==> src/rtl/map_pkg.sv <==
`default_nettype none
// ============================================================================
// Module   : map_pkg
// Brief    : Shared widths and result record for the map stage and consumers.
// Revision : 1.0
// ============================================================================
package map_pkg;

    localparam int DP_W      = 9;
    localparam int DEF_SEQ_W = 4;

    typedef struct packed {
        logic [DEF_SEQ_W-1:0] seq;
        logic [DP_W-1:0]      dp;
    } map_result_t;

endpackage : map_pkg
`default_nettype wire

==> src/rtl/map_fifo.sv <==
`default_nettype none
// ============================================================================
// Module   : map_fifo
// Brief    : Power-of-two FIFO with a registered head word and level count.
// Revision : 1.0
// ============================================================================
module map_fifo #(
    parameter int WIDTH = 13,
    parameter int DEPTH = 4
) (
    input  logic                     clock,
    input  logic                     reset,
    input  logic                     clr,
    input  logic                     push,
    input  logic                     pop,
    input  logic [WIDTH-1:0]         wdata,
    output logic [WIDTH-1:0]         rdata,
    output logic [$clog2(DEPTH):0]   level,
    output logic                     full,
    output logic                     empty
);

    localparam int PTR_W = $clog2(DEPTH);
    localparam int LVL_W = PTR_W + 1;
    localparam logic [LVL_W-1:0] FULL_LVL = LVL_W'(DEPTH);

    logic [WIDTH-1:0] mem_q [DEPTH];
    logic [WIDTH-1:0] mem_d [DEPTH];
    logic [PTR_W-1:0] wr_ptr_q, wr_ptr_d;
    logic [PTR_W-1:0] rd_ptr_q, rd_ptr_d;
    logic [LVL_W-1:0] level_q, level_d;
    logic [WIDTH-1:0] head_q, head_d;
    logic             push_ok;
    logic             pop_ok;

    always_comb begin
        full     = (level_q == FULL_LVL);
        empty    = (level_q == '0);
        pop_ok   = pop & ~empty;
        // A full FIFO still accepts a write when the head leaves in the same cycle.
        push_ok  = push & (~full | pop_ok);
        mem_d    = mem_q;
        wr_ptr_d = wr_ptr_q + PTR_W'(push_ok);
        rd_ptr_d = rd_ptr_q + PTR_W'(pop_ok);
        level_d  = level_q + LVL_W'(push_ok) - LVL_W'(pop_ok);
        if (push_ok) begin
            mem_d[wr_ptr_q] = wdata;
        end
        // The next head is the word being written when it lands on the new read slot.
        if (level_d == '0) begin
            head_d = '0;
        end else if (push_ok && (rd_ptr_d == wr_ptr_q)) begin
            head_d = wdata;
        end else begin
            head_d = mem_q[rd_ptr_d];
        end
        if (clr) begin
            wr_ptr_d = '0;
            rd_ptr_d = '0;
            level_d  = '0;
            head_d   = '0;
        end
    end

    always_ff @(posedge clock or negedge reset) begin
        if (!reset) begin
            for (int i = 0; i < DEPTH; i++) begin
                mem_q[i] <= '0;
            end
            wr_ptr_q <= '0;
            rd_ptr_q <= '0;
            level_q  <= '0;
            head_q   <= '0;
        end else begin
            for (int i = 0; i < DEPTH; i++) begin
                mem_q[i] <= mem_d[i];
            end
            wr_ptr_q <= wr_ptr_d;
            rd_ptr_q <= rd_ptr_d;
            level_q  <= level_d;
            head_q   <= head_d;
        end
    end

    assign rdata = head_q;
    assign level = level_q;

endmodule : map_fifo
`default_nettype wire

==> src/rtl/map_result_collect.sv <==
`default_nettype none
// ============================================================================
// Module   : map_result_collect
// Brief    : Captures map results on done rising, tags them and queues them.
// Revision : 1.0
// ============================================================================
module map_result_collect
    import map_pkg::*;
#(
    parameter int DEPTH = 4,
    parameter int SEQ_W = DEF_SEQ_W
) (
    input  logic             clock,
    input  logic             reset,
    input  logic             clr,
    input  logic             done,
    input  logic [DP_W-1:0]  dp,
    output logic             out_valid,
    input  logic             out_ready,
    output logic [DP_W-1:0]  out_data,
    output logic [SEQ_W-1:0] out_seq,
    output logic [4:0]       level,
    output logic             overflow
);

    localparam int REC_W = SEQ_W + DP_W;
    localparam int LVL_W = $clog2(DEPTH) + 1;

    logic             done_q, done_d;
    logic [SEQ_W-1:0] seq_q, seq_d;
    logic             overflow_q, overflow_d;
    logic             capture;
    logic             pop;
    logic             fifo_full;
    logic             fifo_empty;
    logic [LVL_W-1:0] fifo_level;
    logic [REC_W-1:0] fifo_rdata;

    always_comb begin
        done_d     = done;
        capture    = done & ~done_q;
        pop        = out_valid & out_ready;
        seq_d      = seq_q;
        overflow_d = overflow_q;
        if (capture) begin
            seq_d = seq_q + SEQ_W'(1);
        end
        // A drop only happens when no slot frees up in the same cycle.
        if (capture && fifo_full && !pop) begin
            overflow_d = 1'b1;
        end
        if (clr) begin
            seq_d      = '0;
            overflow_d = 1'b0;
        end
    end

    always_ff @(posedge clock or negedge reset) begin
        if (!reset) begin
            done_q     <= 1'b0;
            seq_q      <= '0;
            overflow_q <= 1'b0;
        end else begin
            done_q     <= done_d;
            seq_q      <= seq_d;
            overflow_q <= overflow_d;
        end
    end

    map_fifo #(
        .WIDTH (REC_W),
        .DEPTH (DEPTH)
    ) u_fifo (
        .clock (clock),
        .reset (reset),
        .clr   (clr),
        .push  (capture),
        .pop   (pop),
        .wdata ({seq_q, dp}),
        .rdata (fifo_rdata),
        .level (fifo_level),
        .full  (fifo_full),
        .empty (fifo_empty)
    );

    assign out_valid = ~fifo_empty;
    assign out_data  = fifo_rdata[DP_W-1:0];
    assign out_seq   = fifo_rdata[DP_W +: SEQ_W];
    assign level     = 5'(fifo_level);
    assign overflow  = overflow_q;

endmodule : map_result_collect
`default_nettype wire

==> config.mk <==
export PLATFORM = sky130hd
export DESIGN_NAME = map_result_collect
export DESIGN_NICKNAME = d
export VERILOG_FILES = /design/src/rtl/map_pkg.sv /design/src/rtl/map_fifo.sv /design/src/rtl/map_result_collect.sv
export SDC_FILE = /design/constraint.sdc
export NUM_CORES = 1
export LEC_CHECK = 0
export ABC_AREA = 1
export CAP_MARGIN = 20
export CORE_MARGIN = 3
export CORE_UTILIZATION = 30
export DETAILED_ROUTE_END_ITERATION = 10
export GPL_TIMING_DRIVEN = 0
export PLACE_DENSITY = 0.56
export SYNTH_ARGS = -nofsm -noshare
export SYNTH_HDL_FRONTEND = slang
export SYNTH_SLANG_ARGS = --single-unit
==> constraint.sdc <==
create_clock -name clock -period 2.95 [get_ports clock]
set_clock_uncertainty 0.05 [all_clocks]
set_input_delay 0.4425 -clock clock [delete_from_list [all_inputs] [get_ports clock]]
set_output_delay 0.4425 -clock clock [all_outputs]
set_load 0.02 [all_outputs]
==> metrics.txt, run 1 <==
status=complete, no violations; PortBufs=30; grt met3 use=3.23%; Mean Syn Cell Area=8.39 sq um; total track usage=14.9%; Worst Tran Pin Value=0.670 ns; Hold Path End=u_fifo.mem_q[35]$_DFFE_PN0P_; row count=40; CTS root buf=clkbuf_16; H-tree Lvls=3; Design Power=4630 uW; Die Span X=119 um; starting density of the core=31.3%; Fmax=0.356 GHz; max-slew violation count=0; fin nets=522; CP endpoint kind=flip-flop; Synthesis Warnings=0; design area=0.00479 sq mm; Max clock buf depth=2; Post-Syn Area=0.00383 sq mm; Layout fillers=1262; worst r2r dst=u_fifo.rdata[11]$_DFF_PN0_; Placement Setup Slack=-1.12 ns; die height=119 um; Post-DP Area=0.00437 sq mm; Synth top area share=50.9%; HP Class=reg2reg; clock slew at reported path FFs=0.06 ns; io pins=34; Tcrit/Tclk final=95.3%; ANT nets after route=0; first-pass GRT wire length=16.4 mm; via count=3181; largest area contributor in the netlist=dfrtp_1; Ant. Diodes=0; Max rail drop VDD=0.000256 V; crit start category=input pin; layout cell share with drive strength beyond 1=11.0%; vias in the first global route=3085; hold depth=2; register bit total from synthesis=78; type of the worst setup path=in2reg; routed len/inst=14.6 um; antenna violations before repair=0; post-DP HPWL=6.55 mm; Arr. time, crit path=2.98 ns; setup TNS=0 ns; Area contributors post-synth=dfrtp_1 (51%), nand2_1 (12%), o21ai_0 (7.2%); Netlist cell types=29; clock sink count=78; Seq/Total Area, Yosys=50.9%; drt initial violations=225; Rel. slew slack=55.3%; CP Max Fanout=10; GP Congestion=0.787; cell count after synthesis=457; most frequent cells in the layout=nand2_1 (123), dfrtp_1 (78), o21ai_0 (55); multi-input logic area=0.00158 sq mm; Final Hold Violating Endpoints=0; max_cap viols=0; largest net degree at the start of global routing=70; die area=0.0142 sq mm; Area Growth Syn to Fin=24.9%; Tmin final=2.81 ns; gr busiest metal=met2; FF-to-FF Start=u_fifo.level[0]$_DFF_PN0_; CP required=3.12 ns; Hold Startpoint=u_fifo.mem_q[35]$_DFFE_PN0P_; PnR worst setup slack=0.139 ns; leakage=0.00228 uW; via/cell ratio=4.71; Reg area=0.00195 sq mm; grt ovf=0; flop2flop setup slack=0.14 ns; drc violations=0; Crit. Startpoint=done; R2R depth=13; final setup fails=0; Core Box Area=0.0123 sq mm; worst hold slack=0.426 ns; met2 GRT Util=24.0%; commonest non-fill, non-tap cell in the layout=nand2_1; drt pass-1 iters=4; total wire length=9.89 mm; global routing usage on met1=19.7%; clock latency on the worst-skew pair=0.33 ns; CTS buffer count=9; TritonCTS clock tree=yes; PD cells=967 mW/mm^2
-- timing repair --
action                                  CTS  global route
setup buffers                             2             1
hold endpoints to repair                  9             0
endpoints found under the setup margin   13            10
gates resized for setup                   6             3
hold buffers                              1             0
-- worst max-delay path: stages --
cell,delay (ns)
clkdlybuf4s50_1,0.47
inv_1,0.06
nor2_4,0.12
inv_2,0.08
a31oi_4,0.16
ha_1,0.17
inv_1,0.05
fa_1,0.37
xnor2_1,0.18
xor2_1,0.32
a31oi_4,0.19
clkbuf_8,0.22
nand2_1,0.08
nor2_1,0.05
-- layer usage --
layer | up-vias | wire length, um
met1 | 1547 | 4540
li1 | 1545 | -
met3 | 19 | 444
met4 | 0 | 240
met2 | 70 | 4670
met5 | - | 0
-- where the power goes --
| group | leakage (uW) | internal [uW] | switching [uW] | total (uW) |
|---|---|---|---|---|
| Combinational | 0.00107 | 755 | 1140 | 1890 |
| Sequential | 0.00104 | 1320 | 137 | 1460 |
| Clock | 0.000169 | 847 | 431 | 1280 |
| Total | 0.00228 | 2920 | 1700 | 4630 |
-- stage by stage --
stage | utilization [%] | cells
2_1_floorplan | - | 458
3_3_place_gp | 35.5 | 656
3_5_place_dp | 35.7 | 657
4_1_cts | 38.9 | 675
5_1_grt | 39.1 | 676
6_report | 39.1 | 676
-- state kept, by name, summed over array words and instances (netlist names) --
signal and count:
u_fifo.mem_q 52, u_fifo.rdata 13, seq_q 4, u_fifo.level 3
u_fifo.rd_ptr_q 2, u_fifo.wr_ptr_q 2, done_q 1, overflow 1
-- Yosys cell counts (all sizes together) --
cell type,instances
nand2,129
dfrtp,78
o21ai,55
inv,53
nor2,37
nand3,35
nand3b,26
buf,15
clkbuf,9
a21oi,5
ha,3
nand4,3
a31oi,2
xnor2,2
a211oi,1
conb,1
fa,1
nor3,1
xor2,1
-- worst max-delay path by stage --
stage / cells after the start / to / slack, ns
after floorplan: 13 / u_fifo.rdata[10]$_DFF_PN0_ / 0.21
after global placement: 1 / u_fifo.rdata[4]$_DFF_PN0_ / -1.38
after detailed placement: 14 / u_fifo.rdata[11]$_DFF_PN0_ / -1.12
after CTS: 14 / u_fifo.rdata[11]$_DFF_PN0_ / 0.08
after global routing: 13 / u_fifo.rdata[9]$_DFF_PN0_ / -0.05
final: 14 / u_fifo.rdata[11]$_DFF_PN0_ / 0.14
-- cell type report --
type / count / area share [%]
well taps: 168 / 4.39
repair buffers: 35 / 7.53
inverters: 53 / 4.15
clock inverters: 5 / 2.25
plain buffers: 24 / 3.03
flip-flops and latches: 78 / 40.8
clock buffers: 10 / 4.99
multi-input cells: 303 / 32.9
-- cell families (layout without fill, tap and decap cells) --
family / count (synthesis) / in the layout / synth area share, %
compound gates: 63 / 63 / 8.74
other cells: 1 / 2 / 0.0978
xor+xnor: 3 / 3 / 0.685
simple gates: 231 / 231 / 29.4
fa+ha+maj: 4 / 4 / 1.50
buf+inv: 77 / 127 / 8.71
flops: 78 / 78 / 50.9
Power figures use the tool's default switching activity.
==> run 2, diff against run 1 <==
--- a/config.mk
+++ b/config.mk
@@ -10,8 +10,9 @@
 export CORE_MARGIN = 3
 export CORE_UTILIZATION = 30
 export DETAILED_ROUTE_END_ITERATION = 10
+export DONT_BUFFER_PORTS = 1
 export GPL_TIMING_DRIVEN = 0
-export PLACE_DENSITY = 0.56
+export PLACE_DENSITY = 0.53
 export SYNTH_ARGS = -nofsm -noshare
 export SYNTH_HDL_FRONTEND = slang
 export SYNTH_SLANG_ARGS = --single-unit
==> metrics.txt, run 2 (synthesis results as in run 1) <==
status=complete, no violations; max_cap viols=0 (unchanged); antenna violations before repair=0 (unchanged); final setup fails=0 (unchanged); register share of total power=36.8% (+5.3 points); first-pass GRT wire length=16.1 mm (-2.2%); CTS buffer count=9 (unchanged); Area Growth Syn to Fin=15.7%; routed len/inst=15.4 um (+5.2%); Layout fillers=1288 (+2.1%); via/cell ratio=4.69 (-0.27%); total track usage=14.5% (-0.42 points); net switching share of the total power=39.3% (+2.5 points); ANT nets after route=0 (unchanged); io pins=34 (unchanged); Fmax=0.354 GHz (-0.54%); leakage=0.00214 uW (-6.2%); grt ovf=0 (unchanged); die area=0.0142 sq mm (unchanged); internal power=2580 uW (-12%); Core Box Area=0.0123 sq mm (unchanged); Rel. slew slack=64.2% (+8.8 points); largest net degree at the start of global routing=79 (+13%); Die Span X=119 um (unchanged); CP Max Fanout=10 (unchanged); Max rail drop VDD=0.000284 V (+11%); Final Hold Violating Endpoints=0 (unchanged); H-tree Lvls=3 (unchanged); max-slew violation count=0 (unchanged); total wire length=9.97 mm (+0.85%); drt initial violations=218 (-3.1%); combinational power share=36.8% (-4.1 points); post-DP HPWL=6.55 mm (about the same); max reg flops=52 (unchanged); TritonCTS clock tree=yes; CP required=3.14 ns (+0.02 ns); Clock power frac=26.4% (-1.2 points); Tmin final=2.83 ns (+0.0153 ns); clock latency on the worst-skew pair=0.33 ns (about the same); largest reg by FF count=u_fifo.mem_q; RSZ-0062 raised after global routing=no; CTS root buf=clkbuf_16; commonest non-fill, non-tap cell in the layout=nand2_1; most frequent cells in the layout=nand2_1 (123), dfrtp_1 (76), o21ai_0 (55); Design Power=4250 uW (-8.1%); CP endpoint kind=flip-flop; clock sink count=78 (unchanged); Tcrit/Tclk final=95.8% (+0.52 points); crit start category=flip-flop; HP Class=in2reg; Worst Tran Pin Value=0.538 ns (-0.132 ns); vias in the first global route=2962 (-4.0%); type of the worst setup path=reg2reg; row count=40 (unchanged); clock slew at reported path FFs=0.06 ns (about the same); setup TNS=0 ns (unchanged); PD cells=959 mW/mm^2 (-0.79%); drc violations=0 (unchanged); worst hold slack=0.0869 ns (-0.339 ns); layout cell share with drive strength beyond 1=11.9% (+0.85 points); die height=119 um (unchanged); drt pass-1 iters=4 (unchanged); design area=0.00444 sq mm (-7.4%); Ant. Diodes=0 (unchanged); starting density of the core=31.3% (unchanged); GP Congestion=0.764 (-2.9%); PortBufs=0 (-100%); Arr. time, crit path=3.02 ns (+0.04 ns); Max clock buf depth=2 (unchanged); via count=3041 (-4.4%); Reg area=0.00195 sq mm (+0.13%); fin nets=493 (-5.6%); Post-DP Area=0.00405 sq mm (-7.4%); NetSw=1670 uW (-1.9%); multi-input logic area=0.00156 sq mm (-1.0%)
-- run 2: final timing paths --
path / from / to / slack, ns / cells after the start
worst max-delay path: u_fifo.level[2]$_DFF_PN0_ / u_fifo.rdata[10]$_DFF_PN0_ / 0.12 / 13
worst min-delay path: done / done_q$_DFF_PN0_ / 0.09 / 0
worst max register to register: u_fifo.level[2]$_DFF_PN0_ / u_fifo.rdata[10]$_DFF_PN0_ / 0.12 / 13
worst min register to register: seq_q[3]$_DFFE_PN0P_ / seq_q[3]$_DFFE_PN0P_ / 0.43 / 1
max in group asynchronous: reset / u_fifo.level[0]$_DFF_PN0_ / 1.91 / 2
min in group asynchronous: reset / u_fifo.mem_q[48]$_DFFE_PN0P_ / 0.62 / 2
-- run 2: critical path: stages, from the launching register on --
cell and delay (ns):
dfrtp_1 0.58, inv_2 0.08, nand2_4 0.16, nand2_4 0.09, xnor2_1 0.14, ha_1 0.16
inv_1 0.05, fa_1 0.37, xnor2_1 0.15, xor2_1 0.17, a31oi_2 0.27, clkbuf_8 0.23
nand2_1 0.08, nor2_1 0.15
-- run 2: per-stage QoR --
stage                     util, %  instances  worst slack (ns)
after global routing         36.2        648           0.00488
final                        36.2        648             0.124
after floorplan                 -        458             0.210
after detailed placement     33.0        626            -0.590
after global placement       33.0        626            -0.566
after CTS                    36.0        646           0.00471
-- run 2: layer usage --
metal | routed length [um] | up-vias | track usage (%)
met1 | 4590 | 1481 | 19.3
li1 | - | 1484 | -
met2 | 4760 | 64 | 23.3
met3 | 430 | 12 | 2.23
met4 | 197 | 0 | 6.30
met5 | 0 | - | 0
-- run 2: timing repair --
item	CTS	global route
pin swaps	1	1
hold buffers	2	0
buffers inserted	2	2
endpoints found under the setup margin	10	4
hold endpoints to repair	78	0
resized for setup	4	2
-- run 2: power groups by stage --
| stage | Combinational, uW | Clock [uW] | Sequential, uW |
|---|---|---|---|
| CTS | 1550 | 1140 | 1570 |
| detailed placement | 1460 | 0 | 1590 |
| floorplan | 1130 | 0 | 1550 |
| global route | 1770 | 1190 | 1600 |
| global placement | 1450 | 0 | 1580 |
| finish | 1560 | 1120 | 1570 |
-- run 2: layout make-up --
| cell class | instances | share of cell area, % |
|---|---|---|
| Sequential cell | 78 | 44.1 |
| Multi-Input combinational cell | 303 | 35.1 |
| Clock buffer | 10 | 5.39 |
| Tap cell | 168 | 4.74 |
| Inverter | 53 | 4.49 |
| Buffer | 24 | 3.27 |
| Timing Repair Buffer | 6 | 1.52 |
| Clock inverter | 6 | 1.38 |
==> run 3, diff against run 2 <==
--- a/config.mk
+++ b/config.mk
@@ -13,6 +13,7 @@
 export DONT_BUFFER_PORTS = 1
 export GPL_TIMING_DRIVEN = 0
 export PLACE_DENSITY = 0.53
+export SETUP_SLACK_MARGIN = 0.05
 export SYNTH_ARGS = -nofsm -noshare
 export SYNTH_HDL_FRONTEND = slang
 export SYNTH_SLANG_ARGS = --single-unit
==> metrics.txt, run 3 (synthesis results as in run 1) <==
post-DP HPWL=6.55 mm (unchanged); CP required=3.14 ns (about the same); CTS root buf=clkbuf_16; PD cells=959 mW/mm^2 (about the same); M1 WL=4.62 mm (+0.70%); Max clock buf depth=2 (unchanged); GP Congestion=0.764 (unchanged); max layer used=met4; Tcrit/Tclk final=94.3% (-1.5 points); Max rail drop VDD=0.000283 V (about the same); Crit. Startpoint=u_fifo.level[1]$_DFF_PN0_; setup TNS=0 ns (unchanged); commonest non-fill, non-tap cell in the layout=nand2_1; largest reg by FF count=u_fifo.mem_q; Die Span X=119 um (unchanged); multi-input logic area=0.00156 sq mm (+0.16%); layout cell share with drive strength beyond 1=12.3% (+0.42 points); FF-to-FF Start=u_fifo.level[1]$_DFF_PN0_; vias in the first global route=2962 (unchanged); crit start category=flip-flop; grt ovf=0 (unchanged); Reg area=0.00196 sq mm (about the same); drc violations=0 (unchanged); PortBufs=0 (unchanged); Core Box Area=0.0123 sq mm (unchanged); R2R depth=13 (unchanged); via count=3034 (-0.23%); RSZ-0062 raised after global routing=no; fin nets=493 (unchanged); placed cells=626 (unchanged); Arr. time, crit path=2.98 ns (-0.04 ns); metal2 WL=4.76 mm (about the same); fin cells=648 (unchanged); CP endpoint kind=flip-flop; first-pass GRT wire length=16.1 mm (unchanged); max reg flops=52 (unchanged); total track usage=14.5% (unchanged); largest net degree at the start of global routing=79 (unchanged); met3 wire length=415 um (-3.5%); die area=0.0142 sq mm (unchanged); TritonCTS clock tree=yes; clock sink count=78 (unchanged); drt pass-1 iters=4 (unchanged); via/cell ratio=4.68 (-0.23%); starting density of the core=31.3% (unchanged); leakage=0.00214 uW (about the same); Post-DP Area=0.00405 sq mm (unchanged); clock slew at reported path FFs=0.06 ns (about the same); H-tree Lvls=3 (unchanged); routed len/inst=15.4 um (+0.15%); status=complete, no violations; Worst Tran Pin Value=0.538 ns (-0.0000178 ns); Layout fillers=1290 (+0.16%); Ant. Diodes=0 (unchanged); max_cap viols=0 (unchanged); worst r2r dst=u_fifo.rdata[10]$_DFF_PN0_; clock latency on the worst-skew pair=0.34 ns (about the same); die height=119 um (unchanged); HP Class=in2reg; design area=0.00444 sq mm (about the same); ANT nets after route=0 (unchanged); flop2flop setup slack=0.17 ns (+0.04 ns); total wire length=9.99 mm (+0.15%); CP endpoint=u_fifo.rdata[10]$_DFF_PN0_; CP Max Fanout=10 (unchanged); Design Power=4260 uW (about the same); type of the worst setup path=reg2reg; Tmin final=2.78 ns (-0.0438 ns); CTS buffer count=9 (unchanged); most frequent cells in the layout=nand2_1 (123), dfrtp_1 (75), o21ai_0 (55); io pins=34 (unchanged); Rel. slew slack=64.2% (about the same); row count=40 (unchanged); max-slew violation count=0 (unchanged); Final Hold Violating Endpoints=0 (unchanged); final setup fails=0 (unchanged); Area Growth Syn to Fin=15.8% (about the same); drt initial violations=218 (unchanged); antenna violations before repair=0 (unchanged); Fmax=0.359 GHz (+1.6%)
==> run 3: how the worst min path moves through the flow <==
stage	cells after the start	startpoint	slack, ns	end
3_3_place_gp	0	reset	0.10	done_q$_DFF_PN0_
5_1_grt	0	done	0.08	done_q$_DFF_PN0_
6_report	0	done	0.09	done_q$_DFF_PN0_
4_1_cts	0	done	0.08	done_q$_DFF_PN0_
3_5_place_dp	0	reset	0.10	u_fifo.rdata[11]$_DFF_PN0_
2_1_floorplan	0	reset	0.1	done_q$_DFF_PN0_
==> run 3: per-layer routing <==
layer	vias to the layer above	global-route usage, %
li1	1484	-
met1	1476	19.3
met2	61	23.3
met3	13	2.23
met4	0	6.30
met5	-	0
==> run 3: timing repair <==
item / CTS / global route
pin swaps: 1 / 1
endpoints found under the hold margin: 78 / 0
resized for setup: 6 / 2
endpoints found under the setup margin: 10 / 3
cloned: 0 / 0
setup buffers: 2 / 2
hold buffers: 2 / 0
==> run 3: power breakdown <==
part	leakage (uW)	switching (uW)	internal [uW]
Clock	0.000148	450	675
Sequential	0.00103	243	1330
Combinational	0.000956	983	582
==> run 3: through the flow <==
step	util (%)	hold WS, ns	setup slack, ns
finish	36.2	0.0850	0.168
global route	36.2	0.0777	0.0477
CTS	36.1	0.0790	0.0745
detailed placement	33.0	0.101	-0.590
global placement	33.0	0.102	-0.566
floorplan	-	0.0969	0.210
==> run 3: final cells by class <==
| class | instances | area share [%] |
|---|---|---|
| inverter | 53 | 4.48 |
| tap | 168 | 4.74 |
| clock buffer | 10 | 5.38 |
| buffer | 24 | 3.27 |
| clock inverter | 6 | 1.38 |
| multi-input combinational | 303 | 35.2 |
| timing repair buffer | 6 | 1.52 |
| sequential | 78 | 44.1 |
==> run 3: worst max-delay path: stages, from the launching register on <==
cell and delay [ns]:
dfrtp_2 0.49, nor2_4 0.18, nand2_4 0.13, nand2_4 0.11, xnor2_1 0.12, ha_1 0.16
inv_1 0.05, fa_1 0.37, xnor2_1 0.15, xor2_1 0.17, a31oi_2 0.26, clkbuf_8 0.23
nand2_1 0.08, nor2_1 0.15
